### config.mk
export PLATFORM = sky130hd
export DESIGN_NAME = operand_load_ctrl
export DESIGN_NICKNAME = d
export VERILOG_FILES = /design/src/rtl/operand_load_ctrl.sv
export SDC_FILE = /design/constraint.sdc
export NUM_CORES = 1
export LEC_CHECK = 0
export ABC_AREA = 1
export BUFFER_PORTS_ARGS = -buffer_cell sky130_fd_sc_hd__buf_2
export CAP_MARGIN = 20
export CORE_AREA = 2 2 39 41
export CTS_CLUSTER_DIAMETER = 30
export DETAILED_ROUTE_END_ITERATION = 12
export DIE_AREA = 0 0 41 43
export SLEW_MARGIN = 40
export SYNTH_ARGS = -nofsm -noshare
export SYNTH_HDL_FRONTEND = slang
export SYNTH_SLANG_ARGS = --single-unit
### constraint.sdc
create_clock -name clk -period 1.3 [get_ports clk]
set_input_delay 0.065 -clock clk [delete_from_list [all_inputs] [get_ports clk]]
set_output_delay 0.065 -clock clk [all_outputs]
set_load 0.005 [all_outputs]
### src/rtl/operand_load_ctrl.sv
// Operand entry sequencer: debounces the confirm button into press strobes, issues the okA/okB loads, starts the ALU and waits for it.
// Optional abort of a stalled second-operand entry is built only when OPLOAD_TIMEOUT_EN is defined.
module operand_load_ctrl #(
  parameter int DEBOUNCE = 4,
  parameter int TIMEOUT  = 1000000
) (
  input  logic       clk,
  input  logic       rst,
  input  logic       btn_ok,
  input  logic       btn_clr,
  input  logic       alu_done,
  output logic       okA,
  output logic       okB,
  output logic       alu_start,
  output logic       busy,
  output logic       show_result,
  output logic [2:0] state,
  output logic       timeout
);

  typedef enum logic [2:0] {
    S_IDLE  = 3'd0,
    S_GOT_A = 3'd1,
    S_START = 3'd2,
    S_WAIT  = 3'd3,
    S_SHOW  = 3'd4
  } state_t;

  localparam int DB_W = $clog2(DEBOUNCE + 1);
  localparam logic [DB_W-1:0] DB_MAX = DB_W'(DEBOUNCE);

  if (DEBOUNCE < 1 || TIMEOUT < 1) begin : g_param_check
    $error("operand_load_ctrl: DEBOUNCE and TIMEOUT must be at least 1");
  end

  state_t          state_q, state_d;
  logic [DB_W-1:0] db_cnt_q, db_cnt_d;
  logic            db_level_q, db_level_d;
  logic            press;
  logic            oka_q, oka_d, okb_q, okb_d, start_q, start_d;
  logic            timeout_q, to_fire, to_hit;

  // The flip happens in the cycle the counter sits at DEBOUNCE, whatever btn_ok does then.
  always_comb begin
    // NOTE: every combinational output gets a default first, so no path leaves it unassigned and no latch is inferred.
    db_level_d = db_level_q;
    db_cnt_d   = '0;
    press      = 1'b0;
    if (db_cnt_q == DB_MAX) begin
      db_level_d = ~db_level_q;
      press      = ~db_level_q;
    end else if (btn_ok != db_level_q) begin
      db_cnt_d = db_cnt_q + 1'b1;
    end
  end

  always_comb begin
    state_d = state_q;
    oka_d   = 1'b0;
    okb_d   = 1'b0;
    start_d = 1'b0;
    to_fire = 1'b0;
    if (btn_clr) begin
      state_d = S_IDLE;
    end else begin
      case (state_q)
        S_IDLE:  if (press) begin oka_d = 1'b1; state_d = S_GOT_A; end
        S_GOT_A: begin
          if (press) begin
            okb_d   = 1'b1;
            state_d = S_START;
          end else if (to_hit) begin
            to_fire = 1'b1;
            state_d = S_IDLE;
          end
        end
        S_START: begin start_d = 1'b1; state_d = S_WAIT; end
        S_WAIT:  if (alu_done) state_d = S_SHOW;
        S_SHOW:  if (press) state_d = S_IDLE;
        default: state_d = S_IDLE;
      endcase
    end
  end

  always_ff @(posedge clk) begin
    // NOTE: sequential state uses non-blocking assignments so every flop samples the pre-edge values.
    if (rst) begin
      state_q    <= S_IDLE;
      db_cnt_q   <= '0;
      db_level_q <= 1'b0;
      oka_q      <= 1'b0;
      okb_q      <= 1'b0;
      start_q    <= 1'b0;
      timeout_q  <= 1'b0;
    end else begin
      state_q    <= state_d;
      db_cnt_q   <= db_cnt_d;
      db_level_q <= db_level_d;
      oka_q      <= oka_d;
      okb_q      <= okb_d;
      start_q    <= start_d;
      timeout_q  <= to_fire;
    end
  end

`ifdef OPLOAD_TIMEOUT_EN
  localparam int TO_W = (TIMEOUT > 1) ? $clog2(TIMEOUT) : 1;
  localparam logic [TO_W-1:0] TO_LAST = TO_W'(TIMEOUT - 1);

  logic [TO_W-1:0] to_cnt_q, to_cnt_d;

  // Counts cycles spent in S_GOT_A; zero on the entry cycle and whenever the state is left.
  assign to_hit   = (to_cnt_q == TO_LAST);
  assign to_cnt_d = (state_q == S_GOT_A && state_d == S_GOT_A) ? to_cnt_q + 1'b1 : '0;

  always_ff @(posedge clk) begin
    if (rst) to_cnt_q <= '0;
    else     to_cnt_q <= to_cnt_d;
  end
`else
  assign to_hit = 1'b0;
`endif

  assign okA         = oka_q;
  assign okB         = okb_q;
  assign alu_start   = start_q;
  assign timeout     = timeout_q;
  assign state       = state_q;
  assign busy        = (state_q == S_START) || (state_q == S_WAIT);
  assign show_result = (state_q == S_SHOW);

endmodule

==> results of run 1 <==
[per-layer routing]
| metal | vias to the layer above | GRT usage |
|---|---|---|
| li1 | 217 | - |
| met2 | 13 | 0.134 |
| met4 | 0 | 0.0800 |
| met3 | 4 | 0.0314 |
| met5 | - | 0 |
| met1 | 178 | 0.137 |
[worst max-delay path: cells and delay by family, from the launching register on]
family        cells  cell delay (ns)
flops             1             0.48
simple gates      1             0.15
buf+inv           2             0.21
[cells in the mapped netlist]
master / n
xnor2_1: 1
ha_1: 2
dfxtp_1: 10
nand3b_1: 1
nor2_4: 1
nor3_2: 1
nand4_1: 1
a21oi_1: 2
nor2_1: 13
inv_2: 3
nand3_2: 1
inv_1: 7
buf_4: 1
xor2_1: 1
nand3_1: 2
a21oi_2: 1
nand2_1: 12
conb_1: 1
[stage by stage]
| step | instance area (um2) | std cells | worst slack [ns] |
|---|---|---|---|
| finish | 578 | 93 | 0.138 |
| global placement | 532 | 88 | 0.153 |
| global route | 578 | 93 | 0.0259 |
| CTS | 578 | 93 | 0.136 |
| detailed placement | 532 | 88 | 0.156 |
| floorplan | 459 | 61 | 0.251 |
[sequential cells by signal, summed over array words and instances, names as in the netlist]
name        count
state           3
db_cnt_q        3
db_level_q      1
okA             1
okB             1
alu_start       1
[repair_timing]
action | CTS | global route
endpoints found under the setup margin | 0 | 0
hold endpoints to repair | 1 | 0
hold buffers | 1 | 0
[path summary, 6_finish.rpt]
kind / endpoint / start / slack [ns]
max: show_result / state[2]$_SDFFE_PP0P_ / 0.14
min: state[1]$_SDFFE_PP0P_ / btn_clr / 0.1
max reg2reg: state[1]$_SDFFE_PP0P_ / db_cnt_q[0]$_SDFF_PP0_ / 0.15
min reg2reg: db_cnt_q[0]$_SDFF_PP0_ / db_cnt_q[0]$_SDFF_PP0_ / 0.47
[power by group through the flow]
stage	Sequential [mW]	Combinational (mW)	Clock [mW]
after detailed placement	0.320	0.0249	0
after global placement	0.319	0.0251	0
final	0.313	0.0271	0.275
after floorplan	0.319	0.0176	0
after CTS	0.313	0.0275	0.284
after global routing	0.313	0.0322	0.294
[cells by family (layout without fill, tap and decap cells)]
kind of cell / count (synthesis) / in the layout / share of synthesized area
adders and majority gates: 2 / 2 / 0.0545
buffers and inverters: 11 / 27 / 0.0981
xor gates and xnor gates: 2 / 2 / 0.0382
AOI/OAI and AO/OA: 3 / 3 / 0.0409
other: 1 / 1 / 0.00817
and+or+nand+nor: 32 / 32 / 0.324
DFF: 10 / 10 / 0.436
[area by class of cell]
class                   instances  area, um2
clock buffers                   4       36.3
fillers                       153        806
inverters                      10       37.5
multi-input cells              40        214
flip-flops and latches         10        200
well taps                      16       20.0
repair buffers                 13       70.1
==> results.json, run 1 <==
{
  "status": "complete, no violations",
  "antennaDiodeCount": 0,
  "grt_use_total": 0.104,
  "yosysWarnings": 0,
  "grt-ovfl-total": 0,
  "hold_depth": 4,
  "syn_inst": 61,
  "clk_latency_ns": 0.26,
  "cp_slowest_cell": "dfxtp_1",
  "intPower_mw": 0.493,
  "hpwl_um": 560,
  "min_period_over_period": 0.894,
  "cts_buffer_depth": 2,
  "area_delta_synth_final_pct": 25.9,
  "drive_gt1_frac": 0.299,
  "die_h_um": 43,
  "power_density_nw_per_um2": 1060,
  "start_util": 0.332,
  "power.clock.fraction": 0.447,
  "period_needed_ns": 1.16,
  "endpoint_kind": "primary output",
  "synth_seq_cells": 10,
  "cp.required_ns": 1.24,
  "cts_buffers": 3,
  "r2r_cells": 7,
  "wl_met1_um": 364,
  "htreeDepth": 1,
  "synth_seq_area_share": 0.436,
  "grt_pass1_wl_um": 1220,
  "leakage_nw": 0.291,
  "clk_pin_slew_ns": 0.07,
  "num_rows": 14,
  "seqPwrFrac": 0.509,
  "holdCritPathClass": "primary input to flop",
  "wire_per_inst_um": 8.11,
  "finish.utilization": 0.418,
  "peakVddDrop_mv": 0.355,
  "synthTopCellsByArea": "dfxtp_1, nor2_1, nand2_1, inv_1, ha_1",
  "antenna_found_initial": 0,
  "hold_viol": 0,
  "maxCapViolations": 0,
  "wl_met3_um": 51,
  "p_total_mw": 0.614,
  "wirelength_um": 754,
  "cp_slowest_stage_delay_ns": 0.48,
  "syn_avg_cell_area_um2": 7.53,
  "syn_nets": 68,
  "setup_tns_ns": 0,
  "arrival_ns": 1.10,
  "fin_nets": 85,
  "drtIter0Drc": 4,
  "grt_pass1_vias": 343,
  "drc_errors": 0,
  "finalHoldWorstSlack_ns": 0.0967,
  "via_per_inst": 4.43,
  "path_cells": "inv_2 > nor3_2 > buf_2",
  "post-cts-setup-buffer-count": 0,
  "p_sw_mw": 0.122,
  "cts.sinks": 10,
  "mostFrequentLayoutCell": "nor2_1",
  "fmax_ghz": 0.860,
  "die_w_um": 41,
  "cts_tree": "done",
  "io_pins": 14,
  "coreArea_um2": 1380,
  "dieArea_um2": 1760,
  "wl_met2_um": 316,
  "cts_root_buf": "clkbuf_4",
  "synth_top_area_frac": 0.436,
  "io_buffers": 12,
  "final_cell_mix": "nor2_1, nand2_1, buf_2, dfxtp_1, inv_1",
  "drv_slew": 0,
  "vias": 412,
  "path_class": "flop to primary output",
  "cts_resized": 0,
  "synth_top_cell_by_area": "dfxtp_1",
  "skew_ns": 0.00537,
  "grt_max_degree": 9,
  "syn_area_um2": 459,
  "routed.top_layer": "met4",
  "synthDistinctLibCells": 18,
  "path_max_fanout": 6,
  "switching_share": 0.198,
  "finalSetupViolations": 0,
  "comb_power_share": 0.044,
  "ant_nets": 0,
  "dr.pass1.iters": 4,
  "cp-start-kind": "flop",
  "rsz0062_at_grt": "false",
  "place_congestion": 0.690
}
(Power assumes the default switching activity.)
==> run 2: changes to the inputs <==
Settings changed: GPL_TIMING_DRIVEN set to 0.
==> run 2 against run 1 <==
Compared with the run above:
- count of clock-buffer cells in the layout unchanged
- hold slack worse by 0.0038 ns
- non-clock buffer count up 1
- highest routed layer unchanged
- maximum frequency up 1.2%
==> results.json, run 2 (synthesis results as in run 1) <==
{
  "status": "complete, no violations",
  "grt_pass1_wl_um": 1140,
  "wirelength_um": 791,
  "min_period_over_period": 0.883,
  "mostFrequentLayoutCell": "nor2_1",
  "drc_errors": 0,
  "leakage_nw": 0.297,
  "power_density_nw_per_um2": 1050,
  "place_congestion": 0.699,
  "vias": 403,
  "grt-ovfl-total": 0,
  "path_class": "flop to primary output",
  "hold_viol": 0,
  "cp-start-kind": "flop",
  "fin_nets": 86,
  "cp.required_ns": 1.24,
  "period_needed_ns": 1.15,
  "dieArea_um2": 1760,
  "r2r_cells": 7,
  "drtIter0Drc": 6,
  "holdCritPathClass": "primary input to flop",
  "die_w_um": 41,
  "skew_ns": 0.00236,
  "grt_max_degree": 9,
  "fill_cells": 151,
  "hpwl_um": 603,
  "hold_depth": 4,
  "final_cell_mix": "nor2_1, nand2_1, buf_2, dfxtp_1, inv_1",
  "cts_buffers": 3,
  "finalSetupViolations": 0,
  "coreArea_um2": 1380,
  "arrival_ns": 1.08,
  "rsz0062_at_grt": "false",
  "ant_nets": 0,
  "cts_tree": "done",
  "wire_per_inst_um": 8.41,
  "clk_pin_slew_ns": 0.07,
  "setup_slack_ns": 0.152,
  "dr.pass1.iters": 4,
  "drv_slew": 0,
  "cts.sinks": 10,
  "peakVddDrop_mv": 0.678,
  "post-cts-setup-buffer-count": 0,
  "grt_pass1_vias": 307,
  "io_pins": 14,
  "grt_use_total": 0.0997,
  "io_buffers": 12,
  "endpoint_kind": "primary output",
  "antenna_found_initial": 0,
  "fmax_ghz": 0.871,
  "clk_latency_ns": 0.26,
  "drive_gt1_frac": 0.321,
  "htreeDepth": 1,
  "cts_buffer_depth": 2,
  "start_util": 0.332,
  "antennaDiodeCount": 0,
  "num_rows": 14,
  "area_delta_synth_final_pct": 28.6,
  "cts_root_buf": "clkbuf_4",
  "via_per_inst": 4.29,
  "die_h_um": 43,
  "dp_worst_setup_slack_ns": 0.118,
  "setup_tns_ns": 0,
  "path_max_fanout": 6,
  "maxCapViolations": 0
}
## run 2: cell types whose count changed in the layout (fill, tap and decap cells not counted), sizes merged
cell and change:
buf +1
## run 2: area by class of cell
cell class / instances / area (um2) / share of cell area
sequential: 10 / 200 / 0.339
inverter: 10 / 37.5 / 0.0636
timing repair buffer: 13 / 70.1 / 0.119
buffer: 1 / 7.51 / 0.0127
multi-input combinational: 40 / 219 / 0.371
clock buffer: 4 / 36.3 / 0.0614
tap: 16 / 20.0 / 0.0339
## run 2: critical path: stages, from the launching register on
cell and delay, ns:
dfxtp_1 0.48, inv_2 0.07, nor3_2 0.13, buf_2 0.14
## run 2: path summary, 6_finish.rpt
kind                           from                endpoint  slack, ns
max reg2reg  db_cnt_q[0]$_SDFF_PP0_   state[0]$_SDFFE_PP0P_       0.19
max           state[2]$_SDFFE_PP0P_             show_result       0.15
min                         btn_clr   state[0]$_SDFFE_PP0P_       0.09
min reg2reg  db_cnt_q[0]$_SDFF_PP0_  db_cnt_q[0]$_SDFF_PP0_       0.45
## run 2: layer usage
layer / vias up / global-route usage / wire length [um]
li1: 219 / - / -
met1: 170 / 0.123 / 410
met2: 12 / 0.125 / 321
met3: 2 / 0.0471 / 50
met4: 0 / 0.0800 / 8
met5: - / 0 / 0
## run 2: metrics by stage
| stage | area (um2) | power, mW | std cells | utilization | hold slack, ns |
|---|---|---|---|---|---|
| 6_report | 591 | 0.621 | 94 | 0.427 | 0.0929 |
| 3_5_place_dp | 539 | 0.347 | 89 | 0.390 | 0.260 |
| 4_1_cts | 586 | 0.627 | 94 | 0.423 | 0.0938 |
| 2_1_floorplan | 459 | 0.337 | 61 | - | 0.134 |
| 3_3_place_gp | 539 | 0.347 | 89 | 0.390 | 0.257 |
| 5_1_grt | 591 | 0.644 | 94 | 0.427 | 0.101 |
## run 2: repair_timing
| item | CTS | global route |
|---|---|---|
| hold buffers | 1 | 0 |
| endpoints found under the hold margin | 1 | 0 |
| gates resized for setup | 0 | 1 |
| setup endpoints to repair | 0 | 1 |
## run 2: power breakdown
group          leakage [nW]  total, mW  switching, mW  internal (mW)
sequential           0.0808      0.312        0.00258          0.310
combinational         0.195     0.0304         0.0152         0.0152
clock                0.0210      0.279          0.109          0.170
==> run 3: changes to the inputs <==
Settings changed: ABC_AREA 1 to not set, SKIP_CTS_REPAIR_TIMING set to 1.
==> run 3 against run 2 <==
Compared with the run above:
- wire length is 0.76% lower
- setup slack got worse by 0.030 ns
- hold slack lost 0.039 ns
- critical path depth is 2 higher
- combinational power rose by 31%
- final area decreased by 5.5%
==> results.json, run 3 <==
{
  "routed.top_layer": "met3",
  "hpwl_um": 627,
  "cp_slowest_stage_delay_ns": 0.31,
  "ys.flop_type": "dfxtp_1",
  "power.clock.fraction": 0.362,
  "area_delta_synth_final_pct": 28.9,
  "maxCapViolations": 0,
  "regArea_um2": 200,
  "place_congestion": 0.732,
  "grt_pass1_vias": 286,
  "cp_num_buf_inv": 1,
  "dpl-instance-area_um2": 513,
  "drtIter0Drc": 8,
  "via_per_inst": 4.47,
  "io_buffers": 12,
  "wirelength_um": 785,
  "power_density_nw_per_um2": 986,
  "holdCritPathClass": "primary input to flop",
  "syn_avg_cell_area_um2": 10.1,
  "start_util": 0.313,
  "htreeDepth": 1,
  "cp_slowest_cell": "dfxtp_1",
  "wl_met2_um": 402,
  "grt_pass1_wl_um": 1160,
  "die_h_um": 43,
  "cts_root_buf": "clkbuf_4",
  "cp-start-kind": "flop",
  "synth_edf_count": 0,
  "multi_input_area_um2": 219,
  "drive_gt1_frac": 0.373,
  "path_cells": "inv_1 > ha_4 > nand3b_4 > or2_2 > a21oi_1",
  "cp.required_ns": 1.49,
  "grt_max_degree": 8,
  "fin_cells": 75,
  "drv_slew": 0,
  "grt_use_total": 0.106,
  "final_design_area_no_fill_um2": 558,
  "drc_errors": 0,
  "syn_inst": 43,
  "p_total_mw": 0.550,
  "leakage_nw": 0.246,
  "synth_top_area_frac": 0.462,
  "period_needed_ns": 1.18,
  "wl_met1_um": 366,
  "synth_seq_cells": 10,
  "cts_buffer_depth": 2,
  "synth_async_sr_flop_share": 0,
  "skew_ns": 0.00403,
  "yosysWarnings": 0,
  "cts.sinks": 10,
  "antennaDiodeCount": 0,
  "dieArea_um2": 1760,
  "synth_seq_area_share": 0.462,
  "cts_buffers": 3,
  "seqPwrFrac": 0.566,
  "wire_per_inst_um": 10.5,
  "io_pins": 14,
  "num_rows": 14,
  "intPower_mw": 0.437,
  "crit_family": "simple AND/OR/NAND/NOR gates",
  "synthTopCellsByArea": "dfxtp_1, ha_1, a21oi_1, nand3b_4, inv_1",
  "setup_tns_ns": 0,
  "arrival_ns": 1.37,
  "synth_top_cell_by_area": "dfxtp_1",
  "hold_viol": 0,
  "worstReg2RegStart": "db_cnt_q[0]$_SDFF_PP0_",
  "dr.pass1.iters": 3,
  "final_cell_mix": "buf_2, dfxtp_1, inv_1, a21oi_1, clkbuf_4",
  "fmax_ghz": 0.849,
  "coreArea_um2": 1380,
  "mostFrequentLayoutCell": "buf_2",
  "syn_nets": 50,
  "antenna_found_initial": 0,
  "vias": 335,
  "status": "complete, no violations",
  "startpoint": "db_cnt_q[0]$_SDFF_PP0_",
  "comb_power_share": 0.072,
  "yosysMostFrequentCell": "dfxtp_1",
  "p_sw_mw": 0.113,
  "rsz0062_at_grt": "false",
  "cts_tree": "done",
  "path_class": "flop to flop",
  "switching_share": 0.206,
  "clk_latency_ns": 0.25,
  "path_max_fanout": 6,
  "dp_cells": 71,
  "synth_commonest_cells": "dfxtp_1, inv_1, a21oi_1",
  "peakVddDrop_mv": 0.415,
  "clk_pin_slew_ns": 0.06,
  "fin_nets": 68,
  "synthDistinctLibCells": 21,
  "endpoint_kind": "flop",
  "grt-ovfl-total": 0,
  "ant_nets": 0,
  "fill_cells": 141,
  "wl_met3_um": 17,
  "die_w_um": 41,
  "syn_area_um2": 433,
  "min_period_over_period": 0.906,
  "hold_start": "rst",
  "finalSetupViolations": 0
}
-- run 3: cell families after synthesis --
| kind of cell | count (synthesis) | synth area share |
|---|---|---|
| AOI/OAI and AO/OA | 6 | 0.0867 |
| xor gates and xnor gates | 2 | 0.0405 |
| DFF | 10 | 0.462 |
| adders and majority gates | 2 | 0.0578 |
| other | 1 | 0.00866 |
| buffers and inverters | 6 | 0.0607 |
| and+or+nand+nor | 16 | 0.283 |
-- run 3: final timing paths --
path	cells after the start	endpoint	slack (ns)
max	5	state[1]$_SDFFE_PP0P_	0.12
min	2	db_level_q$_SDFFE_PP0N_	0.05
max reg2reg	5	state[1]$_SDFFE_PP0P_	0.12
min reg2reg	2	db_level_q$_SDFFE_PP0N_	0.49
-- run 3: cell type report --
| cell class | count | share of cell area |
|---|---|---|
| clock buffer | 3 | 0.0404 |
| buffer | 1 | 0.0135 |
| tap | 16 | 0.0359 |
| sequential | 10 | 0.359 |
| multi-input combinational | 27 | 0.392 |
| timing repair buffer | 13 | 0.126 |
| inverter | 5 | 0.0336 |
-- run 3: power by group through the flow --
stage / clock network (mW) / registers, mW / logic (mW)
floorplan: 0 / 0.318 / 0.0199
global placement: 0 / 0.318 / 0.0316
detailed placement: 0 / 0.319 / 0.0328
CTS: 0.215 / 0.312 / 0.0329
global route: 0.231 / 0.312 / 0.0448
finish: 0.199 / 0.312 / 0.0397
-- run 3: layer usage --
metal  vias up  global-route usage
met2         4               0.156
li1        178                   -
met3         0              0.0471
met4         0               0.100
met1       153               0.103
met5         -                   0
-- run 3: through the flow --
step,setup WS (ns),hold WS [ns],util
5_1_grt,0.0227,0.0378,0.403
3_5_place_dp,0.0760,0.277,0.371
4_1_cts,0.0545,-0.00506,0.387
2_1_floorplan,0.165,0.134,-
3_3_place_gp,0.103,0.273,0.371
6_report,0.122,0.0536,0.403
